`config.mk`:
```
export PLATFORM = sky130hd
export DESIGN_NAME = axi_lite_reg_slave
export DESIGN_NICKNAME = d
export VERILOG_FILES = /design/src/rtl/axi_lite_reg_slave_pkg.sv /design/src/rtl/axi_lite_reg_slave.sv
export SDC_FILE = /design/constraint.sdc
export NUM_CORES = 1
export LEC_CHECK = 0
export CAP_MARGIN = 40
export CORE_MARGIN = 2
export CORE_UTILIZATION = 25
export CTS_CLUSTER_DIAMETER = 60
export DETAILED_ROUTE_END_ITERATION = 12
export PLACE_DENSITY_LB_ADDON = 0.25
export SLEW_MARGIN = 10
export SYNTH_ARGS = -nofsm -noshare
export SYNTH_HDL_FRONTEND = slang
export SYNTH_SLANG_ARGS = --single-unit
```
`constraint.sdc`:
```
create_clock -name S_AXI_ACLK -period 2.5 [get_ports S_AXI_ACLK]
set_input_delay 0.75 -clock S_AXI_ACLK [delete_from_list [all_inputs] [get_ports S_AXI_ACLK]]
set_output_delay 0.75 -clock S_AXI_ACLK [all_outputs]
set_load 0.03 [all_outputs]
```
`src/rtl/axi_lite_reg_slave_pkg.sv`:
```
// Shared definitions for the AXI4-Lite register slave: response codes,
// FSM state encodings and the width of the in-slot register offset.
package axi_lite_reg_slave_pkg;

  localparam logic [1:0] RESP_OKAY   = 2'b00;
  localparam logic [1:0] RESP_SLVERR = 2'b10;

  // Address bits below this index select a register inside a slot;
  // the bits above it select the slot.
  localparam int SLOT_OFFSET_W = 8;

  typedef enum logic [2:0] {
    W_IDLE   = 3'd0,
    W_WAIT_W = 3'd1,
    W_WAIT_A = 3'd2,
    W_EXEC   = 3'd3,
    W_RESP   = 3'd4
  } w_state_t;

  typedef enum logic [1:0] {
    R_IDLE = 2'd0,
    R_EXEC = 2'd1,
    R_RESP = 2'd2
  } r_state_t;

endpackage

```
`src/rtl/axi_lite_reg_slave.sv`:
```
// AXI4-Lite slave front-end. Each accepted write or read becomes a single
// cycle strobe (reg_wren / reg_rden) with registered address, data and byte
// strobes for the register blocks behind it. Slots at or above C_NUM_SLOTS
// get SLVERR and never produce a strobe.
module axi_lite_reg_slave
  import axi_lite_reg_slave_pkg::*;
#(
  parameter int C_S_AXI_DATA_WIDTH = 32,
  parameter int C_S_AXI_ADDR_WIDTH = 12,
  parameter int C_NUM_SLOTS        = 4
) (
  input  logic                              S_AXI_ACLK,
  input  logic                              S_AXI_ARESETN,
  input  logic [C_S_AXI_ADDR_WIDTH-1:0]     S_AXI_AWADDR,
  input  logic                              S_AXI_AWVALID,
  output logic                              S_AXI_AWREADY,
  input  logic [C_S_AXI_DATA_WIDTH-1:0]     S_AXI_WDATA,
  input  logic [C_S_AXI_DATA_WIDTH/8-1:0]   S_AXI_WSTRB,
  input  logic                              S_AXI_WVALID,
  output logic                              S_AXI_WREADY,
  output logic [1:0]                        S_AXI_BRESP,
  output logic                              S_AXI_BVALID,
  input  logic                              S_AXI_BREADY,
  input  logic [C_S_AXI_ADDR_WIDTH-1:0]     S_AXI_ARADDR,
  input  logic                              S_AXI_ARVALID,
  output logic                              S_AXI_ARREADY,
  output logic [C_S_AXI_DATA_WIDTH-1:0]     S_AXI_RDATA,
  output logic [1:0]                        S_AXI_RRESP,
  output logic                              S_AXI_RVALID,
  input  logic                              S_AXI_RREADY,
  output logic [C_S_AXI_ADDR_WIDTH-1:0]     reg_awaddr,
  output logic [C_S_AXI_DATA_WIDTH-1:0]     reg_wdata,
  output logic [C_S_AXI_DATA_WIDTH/8-1:0]   reg_wstrb,
  output logic                              reg_wren,
  output logic [C_S_AXI_ADDR_WIDTH-1:0]     reg_araddr,
  output logic                              reg_rden,
  input  logic [C_S_AXI_DATA_WIDTH-1:0]     reg_rdata
);

  localparam int SLOT_W = C_S_AXI_ADDR_WIDTH - SLOT_OFFSET_W;

  // True when the slot field of the address names a populated slot.
  function automatic logic slot_valid(input logic [C_S_AXI_ADDR_WIDTH-1:0] addr);
    logic [SLOT_W-1:0] slot;
    slot = addr[C_S_AXI_ADDR_WIDTH-1:SLOT_OFFSET_W];
    return 32'(slot) < $unsigned(C_NUM_SLOTS);
  endfunction

  logic     ready_en;
  w_state_t w_state, w_state_nxt;
  r_state_t r_state, r_state_nxt;
  logic     aw_hs, w_hs, ar_hs;
  logic     aw_slot_ok, ar_slot_ok;

  assign aw_hs      = S_AXI_AWVALID & S_AXI_AWREADY;
  assign w_hs       = S_AXI_WVALID  & S_AXI_WREADY;
  assign ar_hs      = S_AXI_ARVALID & S_AXI_ARREADY;
  assign aw_slot_ok = slot_valid(reg_awaddr);
  assign ar_slot_ok = slot_valid(reg_araddr);

  // Hold all ready outputs low until the first clock edge after reset release.
  always_ff @(posedge S_AXI_ACLK or negedge S_AXI_ARESETN) begin
    if (!S_AXI_ARESETN) ready_en <= 1'b0;
    else                ready_en <= 1'b1;
  end

  // Write FSM state register.
  always_ff @(posedge S_AXI_ACLK or negedge S_AXI_ARESETN) begin
    if (!S_AXI_ARESETN) w_state <= W_IDLE;
    else                w_state <= w_state_nxt;
  end

  // Write FSM next state and handshake/strobe outputs; AW and W may arrive in either order.
  always_comb begin
    w_state_nxt   = w_state;
    S_AXI_AWREADY = 1'b0;
    S_AXI_WREADY  = 1'b0;
    S_AXI_BVALID  = 1'b0;
    reg_wren      = 1'b0;
    case (w_state)
      W_IDLE: begin
        S_AXI_AWREADY = ready_en;
        S_AXI_WREADY  = ready_en;
        if (ready_en) begin
          if (S_AXI_AWVALID && S_AXI_WVALID) w_state_nxt = W_EXEC;
          else if (S_AXI_AWVALID)            w_state_nxt = W_WAIT_W;
          else if (S_AXI_WVALID)             w_state_nxt = W_WAIT_A;
        end
      end
      W_WAIT_W: begin
        S_AXI_WREADY = ready_en;
        if (ready_en && S_AXI_WVALID) w_state_nxt = W_EXEC;
      end
      W_WAIT_A: begin
        S_AXI_AWREADY = ready_en;
        if (ready_en && S_AXI_AWVALID) w_state_nxt = W_EXEC;
      end
      W_EXEC: begin
        reg_wren    = aw_slot_ok;
        w_state_nxt = W_RESP;
      end
      W_RESP: begin
        S_AXI_BVALID = 1'b1;
        if (S_AXI_BREADY) w_state_nxt = W_IDLE;
      end
      default: w_state_nxt = W_IDLE;
    endcase
  end

  // Latch write address/data/strobes on their own handshakes and the response in the execute cycle.
  always_ff @(posedge S_AXI_ACLK or negedge S_AXI_ARESETN) begin
    if (!S_AXI_ARESETN) begin
      reg_awaddr  <= '0;
      reg_wdata   <= '0;
      reg_wstrb   <= '0;
      S_AXI_BRESP <= RESP_OKAY;
    end else begin
      if (aw_hs) reg_awaddr <= S_AXI_AWADDR;
      if (w_hs) begin
        reg_wdata <= S_AXI_WDATA;
        reg_wstrb <= S_AXI_WSTRB;
      end
      if (w_state == W_EXEC) S_AXI_BRESP <= aw_slot_ok ? RESP_OKAY : RESP_SLVERR;
    end
  end

  // Read FSM state register.
  always_ff @(posedge S_AXI_ACLK or negedge S_AXI_ARESETN) begin
    if (!S_AXI_ARESETN) r_state <= R_IDLE;
    else                r_state <= r_state_nxt;
  end

  // Read FSM next state and handshake/strobe outputs.
  always_comb begin
    r_state_nxt   = r_state;
    S_AXI_ARREADY = 1'b0;
    S_AXI_RVALID  = 1'b0;
    reg_rden      = 1'b0;
    case (r_state)
      R_IDLE: begin
        S_AXI_ARREADY = ready_en;
        if (ready_en && S_AXI_ARVALID) r_state_nxt = R_EXEC;
      end
      R_EXEC: begin
        reg_rden    = ar_slot_ok;
        r_state_nxt = R_RESP;
      end
      R_RESP: begin
        S_AXI_RVALID = 1'b1;
        if (S_AXI_RREADY) r_state_nxt = R_IDLE;
      end
      default: r_state_nxt = R_IDLE;
    endcase
  end

  // Latch the read address and capture the register mux output in the execute cycle.
  always_ff @(posedge S_AXI_ACLK or negedge S_AXI_ARESETN) begin
    if (!S_AXI_ARESETN) begin
      reg_araddr  <= '0;
      S_AXI_RDATA <= '0;
      S_AXI_RRESP <= RESP_OKAY;
    end else begin
      if (ar_hs) reg_araddr <= S_AXI_ARADDR;
      if (r_state == R_EXEC) begin
        S_AXI_RDATA <= ar_slot_ok ? reg_rdata : '0;
        S_AXI_RRESP <= ar_slot_ok ? RESP_OKAY : RESP_SLVERR;
      end
    end
  end

endmodule

```
# Yosys cells after proc, flatten, opt, wreduce, memory -nomap -nowiden
# Index checks and enable logic that the tools add are counted.
[totals]
reg_bits = 102
latch_bits = 0
mem_bits_rw = 0
rom_bits = 0
inputBits = 99
out_inout_bits = 103
wordCells = 59
n_memories = 0
[op_classes]
addsub = 0
n_mul = 0
n_div = 0
order_cmp = 2
n_eq_ne = 13
n_shift = 0
muxes = 21
bitwise = 3
n_reduce_logical = 10
[ops]
columns = ["cell", "n"]
rows = [
  ["two-way mux 32 bit", 1],
  ["two-way mux 3 bit", 7],
  ["case mux 3 bit (5 select lines)", 1],
  ["!= test 2 bit (second input constant)", 6],
  ["< comparator 4 x 3 -> 1 bit (second input constant)", 2],
  ["two-way mux 2 bit", 4],
  ["two-way mux 1 bit", 7],
  ["equality test 3 x 2 -> 1 bit (second input constant)", 2],
  ["case mux 2 bit (3 select lines)", 1],
  ["AND reduction 5 bit", 1],
  ["logical AND 1 bit", 4],
  ["!= test 4 bit (second input constant)", 1],
  ["OR reduction 2 bit", 2],
  ["AND 1 bit", 3],
  ["equality test 3 x 1 -> 1 bit (second input constant)", 1],
  ["equality test 3 bit (second input constant)", 1],
  ["logical NOT 3 bit", 1],
  ["equality test 2 x 1 -> 1 bit (second input constant)", 1],
  ["equality test 2 bit (second input constant)", 1],
  ["logical NOT 2 bit", 1],
  ["AND reduction 2 bit", 1],
]

# Depth between registers and ports, before layout
# Gate-level depths: netlist (run 1).
[depth]
ltp_word = 5
mapped_depth = 4

# Worst setup path after synthesis (run 1)
# OpenSTA, ideal clock, no wires.
[synth_path]
path_type = "register to output"
startpoint = "reg w_state[2]"
endpoint = "out reg_wren"
arrival_time_ns = 1.302
t_required_ns = 1.750
path_slack_ns = 0.448
path_stages_with_launch = 3
n_path_buf = 0
cell_sequence = "dfrtp_1 nand3b_1 nor3_1"
[synth_between]
elab_chain_cells = 2
[synth_lines]
columns = ["item", "line_no", "source"]
rows = [
  ["start, declared", "axi_lite_reg_slave.sv:50", "w_state_t w_state, w_state_nxt;"],
  ["start signal, assigned", "axi_lite_reg_slave.sv:70", "else w_state <= w_state_nxt;"],
  ["equality test 3 x 2 -> 1 bit", "axi_lite_reg_slave.sv:80", "case (w_state)"],
  ["two-way mux 1 bit", "axi_lite_reg_slave.sv:80", ""],
  ["end, declared", "axi_lite_reg_slave.sv:34", "output logic reg_wren,"],
]
# Every way passes these cells.

# Worst setup path after layout (run 1)
[layout_path]
startpoint = "reg r_state[0]"
endpoint = "out S_AXI_RVALID"
[layout_between]
elab_chain_cells = 2
[layout_lines]
columns = ["item", "line_no", "source"]
rows = [
  ["start, declared", "axi_lite_reg_slave.sv:51", "r_state_t r_state, r_state_nxt;"],
  ["start signal, assigned", "axi_lite_reg_slave.sv:130", "else r_state <= r_state_nxt;"],
  ["equality test 2 bit", "axi_lite_reg_slave.sv:139", "case (r_state)"],
  ["two-way mux 1 bit", "axi_lite_reg_slave.sv:139", ""],
  ["end, declared", "axi_lite_reg_slave.sv:29", "output logic S_AXI_RVALID,"],
]
# Every way passes these cells.

==> results.py, run 1 <==
metrics = {
    "timing": {
        "fmax_mhz": 415.7,
        "hold_ws_ns": 0.3644,
        "setup_violations": 0,
        "fin_setup_tns_ns": 0,
        "fin_crit_ns": 2.406,
        "final_max_slew_viol_count": 0,
        "rsz0062_at_grt": "false",
        "min_period_over_period": 0.9623,
        "skew_ns": 0.007164,
        "finalHoldViolCount": 0,
    },
    "detailed_routing": {
        "wl_per_cell_um": 14.95,
        "drt_iter0_drc": 97,
        "vias_per_cell": 4.117,
        "drtPass1Iterations": 4,
        "wl_um": 9870,
        "vias": 2717,
        "final_antenna_net_count": 0,
        "drc": 0,
    },
    "global_routing": {
        "grt_use_total": 0.1156,
        "grt_overflow": 0,
        "grt_antenna_before_repair": 0,
        "grt_pass1_wl_um": 14780,
        "grt_pass1_vias": 2797,
        "grt_start_max_net_pins": 42,
    },
    "power": {
        "power_density_mw_per_mm2": 1212,
        "p_leak_nw": 2.803,
        "ir_drop_mv": 0.4260,
    },
    "synth": {
        "synth_area_mm2": 0.003951,
        "synth-warning-count": 0,
        "ys_seq_elements": 100,
        "ys_seq_area_frac": 0.6333,
        "async_flop_share": 1.000,
        "synth_area_leader_cell": "dfrtp_1",
        "synthFlopType": "dfrtp_1",
        "ys_types": 26,
        "syn_area_per_cell_um2": 16.67,
        "synth_edf_count": 0,
        "synthTopCellsByCount": "dfrtp_1, mux2_4, a22o_1, mux2_1, mux2_2",
        "synthDominantCellAreaShare": 0.6333,
        "yosysMostFrequentCell": "dfrtp_1",
        "postSynthCellCount": 237,
        "ys_top_cells_by_area": "dfrtp_1, mux2_4, a22o_1",
    },
    "cts": {
        "clk_pin_slew_ns": 0.06,
        "insertion_delay_ns": 0.34,
        "post_cts_buffers": 0,
        "cts_tree": "done",
        "cts_made_buffers": 9,
        "ctsHtreeMaxLevel": 3,
        "clockBufferDepth": 2,
        "clockRootBuffer": "clkbuf_16",
        "cts.sinks": 100,
    },
    "final_layout": {
        "diodes": 0,
        "nNetsFinal": 543,
        "area_growth_pct": 64.15,
        "drive_gt1_frac": 0.1804,
    },
    "die": {
        "die_x_um": 129.7,
        "row_count": 45,
        "initial_core_util": 0.2580,
        "die_area_mm2": 0.01683,
        "die_h_um": 129.7,
        "core_area_mm2": 0.01531,
        "num_io_pins": 202,
    },
    "placed_design": {
        "gp_congestion": 0.6798,
        "dp_hpwl_um": 7193,
        "place.port_buffers": 199,
    },
    "worst_setup_path": {
        "cp_data_arrival_time_ns": 1.66,
        "crit_type": "register to output pin",
        "critPathMaxFanout": 5,
        "cp-start-kind": "register",
        "end_kind": "output pin",
        "cp_data_required_time_ns": 1.75,
    },
    "run_status": {
        "status": "finished clean",
    },
    "run": {
        "maxCapViolations": 0,
    },
    "worst_hold_path": {
        "hold_class": "input port to async pin",
    },
}
## cell usage in the layout (no fill, tap or decap), drive strengths merged, types with 3 or more instances in the layout
cell type      Yosys  routed
clkdlybuf4s50      0     192
dfrtp            100     100
mux2              60      60
a22o              32      32
buf               13      14
clkbuf             2      13
nand2b             5       5
inv                3       3
nor2               3       3
nand3b             3       3
a21oi              3       3
conb               2       3
dlygate4sd2        0       3
## cells by family after synthesis
family	Yosys count	share of synthesized area
DFF	100	0.6333
muxes	61	0.2096
AOI/OAI and AO/OA	36	0.07600
and+or+nand+nor	20	0.04148
buffers and inverters	18	0.03768
other	2	0.001901
## worst max-delay path, cell delays in order, from the launching register on
cell,delay [ns]
dfrtp_1,0.42
nand2b_1,0.17
inv_1,0.06
clkdlybuf4s50_1,0.67
## per-layer routing
metal / track usage / wire, um / up-vias / part of all wire
li1: - / - / 1264 / -
met5: 0 / 0 / - / 0
met4: 0.04238 / 142 / 0 / 0.014
met2: 0.1765 / 4498 / 122 / 0.46
met3: 0.05166 / 987 / 11 / 0.10
met1: 0.1452 / 4242 / 1320 / 0.43
## final cells by class
type                    count  area [um^2]
fillers                  1419         8828
flip-flops and latches    100         2502
repair buffers            210         2091
multi-input cells         120         1313
well taps                 211        264.0
clock buffers              13        260.3
clock inverters             3        45.04
inverters                   3        11.26
## registers in the layout (all words and copies together), names as in the netlist
name	cells
reg_awaddr	12
S_AXI_BRESP	1
r_state	2
w_state	3
reg_araddr	12
ready_en	1
S_AXI_RDATA	32
reg_wdata	32
reg_wstrb	4
S_AXI_RRESP	1
## what timing repair did
| action | 4_1_cts | 5_1_grt |
|---|---|---|
| hold buffers | 0 | 0 |
| pin swaps | 0 | 0 |
| gates cloned | 0 | 0 |
| setup endpoints to repair | 3 | 1 |
| gates resized for setup | 3 | 1 |
| hold endpoints to repair | 0 | 0 |
## where the power goes
group          internal (mW)  leakage, nW  switching [mW]  total (mW)
registers               2.25         1.24           0.367        2.61
logic                   1.88         1.43            1.94        3.82
clock network          0.832        0.142           0.596        1.43
## through the flow
step / worst slack, ns / instances / util / power, mW / cell area [um^2]
global placement: 0.1359 / 644 / 0.4037 / 6.468 / 6182
floorplan: 0.4482 / 238 / - / 4.823 / 3955
finish: 0.09425 / 660 / 0.4235 / 7.863 / 6486
global route: 0.02277 / 660 / 0.4235 / 8.265 / 6486
CTS: 0.03285 / 660 / 0.4234 / 7.979 / 6484
detailed placement: 0.1196 / 644 / 0.4037 / 6.504 / 6182
## worst paths after layout
path | startpoint | to | slack [ns] | cells after the start
max in group asynchronous | S_AXI_ARESETN | reg_awaddr[5] | 1.42 | 2
setup / recovery | r_state[0] | S_AXI_RVALID | 0.09 | 3
hold / removal | S_AXI_ARESETN | reg_wdata[3] | 0.36 | 1
hold reg to reg | reg_awaddr[7] | reg_awaddr[7] | 0.49 | 1
min in group S_AXI_ACLK | reg_awaddr[7] | reg_awaddr[7] | 0.49 | 1
setup reg to reg | w_state[1] | reg_wdata[3] | 0.81 | 4
Power figures use the tool's default switching activity.
==> run 2: changes to the inputs <==
HOLD_SLACK_MARGIN = 0.12   (was default)
PLACE_DENSITY = 0.66   (was default)
PLACE_DENSITY_LB_ADDON = default   (was 0.25)
==> results.py, run 2 (synthesis gave the netlist of run 1 again) <==
metrics = {
    "run": {
        "maxCapViolations": 0,
    },
    "power": {
        "pwr-share-clk": 0.176,
        "power_density_mw_per_mm2": 1208,
        "p_leak_nw": 2.805,
        "seqPwrFrac": 0.336,
        "finalPower_mw": 7.799,
        "swShare": 0.3723,
        "p_sw_mw": 2.904,
        "power_frac_comb": 0.488,
        "p_int_mw": 4.895,
        "ir_drop_mv": 0.4450,
    },
    "detailed_routing": {
        "wl_per_cell_um": 14.52,
        "vias_per_cell": 4.153,
        "wl_um": 9552,
        "drc": 0,
        "drt_iter0_drc": 90,
        "final_antenna_net_count": 0,
        "drtPass1Iterations": 4,
        "vias": 2733,
    },
    "final_layout": {
        "final_common_cell": "clkdlybuf4s50_1",
        "drive_gt1_frac": 0.1767,
        "area_growth_pct": 63.43,
        "top_regs": "S_AXI_RDATA (32), reg_wdata (32)",
        "regArea_mm2": 0.002502,
        "multi_input_area_mm2": 0.001313,
        "diodes": 0,
        "n_fill_cell": 1411,
        "nNetsFinal": 541,
        "final_cell_mix": "clkdlybuf4s50_1, dfrtp_1, mux2_4",
    },
    "timing": {
        "skew_ns": 0.009427,
        "tightest_slew_ns": 0.5198,
        "rsz0062_at_grt": "false",
        "relSlewSlack": 0.6535,
        "finalHoldViolCount": 0,
        "final_max_slew_viol_count": 0,
        "setup_violations": 0,
        "fmax_mhz": 427.3,
        "min_period_over_period": 0.9361,
        "hold_ws_ns": 0.3743,
        "fin_setup_tns_ns": 0,
        "fin_crit_ns": 2.340,
    },
    "cts": {
        "clk_pin_slew_ns": 0.07,
        "cts_tree": "done",
        "clockRootBuffer": "clkbuf_16",
        "cts_made_buffers": 9,
        "cts.sinks": 100,
        "clockBufferDepth": 2,
        "ctsHtreeMaxLevel": 3,
        "cts_hold_buffers": 0,
        "insertion_delay_ns": 0.35,
    },
    "die": {
        "initial_core_util": 0.2580,
        "core_area_mm2": 0.01531,
        "die_area_mm2": 0.01683,
        "num_io_pins": 202,
        "die_h_um": 129.7,
        "die_x_um": 129.7,
        "row_count": 45,
    },
    "worst_setup_path": {
        "critPathMaxFanout": 8,
        "cp_data_required_time_ns": 1.75,
        "cp-start-kind": "register",
        "cp_data_arrival_time_ns": 1.59,
        "crit_type": "register to output pin",
        "end_kind": "output pin",
    },
    "global_routing": {
        "grt_use_total": 0.1119,
        "grt_pass1_vias": 2819,
        "grt_overflow": 0,
        "grt_start_max_net_pins": 52,
        "grt_pass1_wl_um": 14570,
        "grt_antenna_before_repair": 0,
    },
    "run_status": {
        "status": "finished clean",
    },
    "worst_hold_path": {
        "hold_class": "input port to async pin",
    },
    "placed_design": {
        "gp_congestion": 0.7236,
        "place.port_buffers": 199,
        "dp_hpwl_um": 7031,
    },
}
==> run 2: cell count changes in the layout (fill, tap and decap cells not counted), sizes merged <==
cell | previous run | this run
buf | 14 | 11
clkbuf | 13 | 10
clkdlybuf4s50 | 192 | 191
clkinv | 0 | 3
clkinvlp | 2 | 0
dlygate4sd2 | 3 | 5
inv | 3 | 5
==> run 2: metal layers <==
metal	vias up	part of all wire	track usage
met5	-	0	0
met4	0	0.020	0.05693
met3	10	0.097	0.03936
met2	139	0.43	0.1688
met1	1323	0.45	0.1422
li1	1261	-	-
==> run 2: area by class of cell <==
cell class | instances | share of cell area
Clock buffer | 10 | 0.03546
Clock inverter | 6 | 0.009688
Inverter | 3 | 0.001744
Tap cell | 211 | 0.04088
Timing Repair Buffer | 208 | 0.3214
Sequential cell | 100 | 0.3875
Multi-Input combinational cell | 120 | 0.2033
==> run 2: per-stage QoR <==
stage                     utilization  worst slack, ns  cell area, um^2  instances
after floorplan                     -           0.4482             3955        238
after global placement         0.4029           0.1172             6170        642
after detailed placement       0.4029          0.08220             6170        642
after CTS                      0.4215          0.05509             6455        658
after global routing           0.4217          0.03597             6457        658
final                          0.4217           0.1597             6457        658
==> run 2: path summary, 6_finish.rpt <==
| kind | slack, ns | depth (start not counted) | start | endpoint |
|---|---|---|---|---|
| max in group asynchronous | 1.47 | 2 | S_AXI_ARESETN | S_AXI_RDATA[3] |
| max | 0.16 | 3 | w_state[0] | reg_wren |
| min | 0.37 | 1 | S_AXI_ARESETN | reg_wdata[28] |
| min in group S_AXI_ACLK | 0.49 | 1 | reg_awaddr[5] | reg_awaddr[5] |
| min reg2reg | 0.49 | 1 | reg_awaddr[5] | reg_awaddr[5] |
| max reg2reg | 0.78 | 4 | w_state[1] | reg_wstrb[1] |
==> run 2: worst max-delay path, stage by stage (launching register included) <==
cell	delay, ns
dfrtp_1	0.45
nand3b_1	0.19
nor3_1	0.17
dlygate4sd2_1	0.44
==> run 2: power by group through the flow <==
stage          Sequential (mW)  Combinational [mW]  Clock [mW]
2_1_floorplan             3.83               0.993           0
3_3_place_gp              2.64                3.80           0
3_5_place_dp              2.65                3.84           0
4_1_cts                   2.63                3.84        1.43
5_1_grt                   2.71                3.97        1.49
6_report                  2.62                3.80        1.37
==> run 2: repair_timing <==
action,4_1_cts,5_1_grt
gates cloned,0,0
resized for setup,5,1
endpoints found under the setup margin,5,1
buffers inserted,0,0
==> run 3: changes to the inputs <==
ABC_CLOCK_PERIOD_IN_PS = 2500   (was default)
==> results of run 3 <==
Final layout, timing and power as in run 2 (identical DEF).
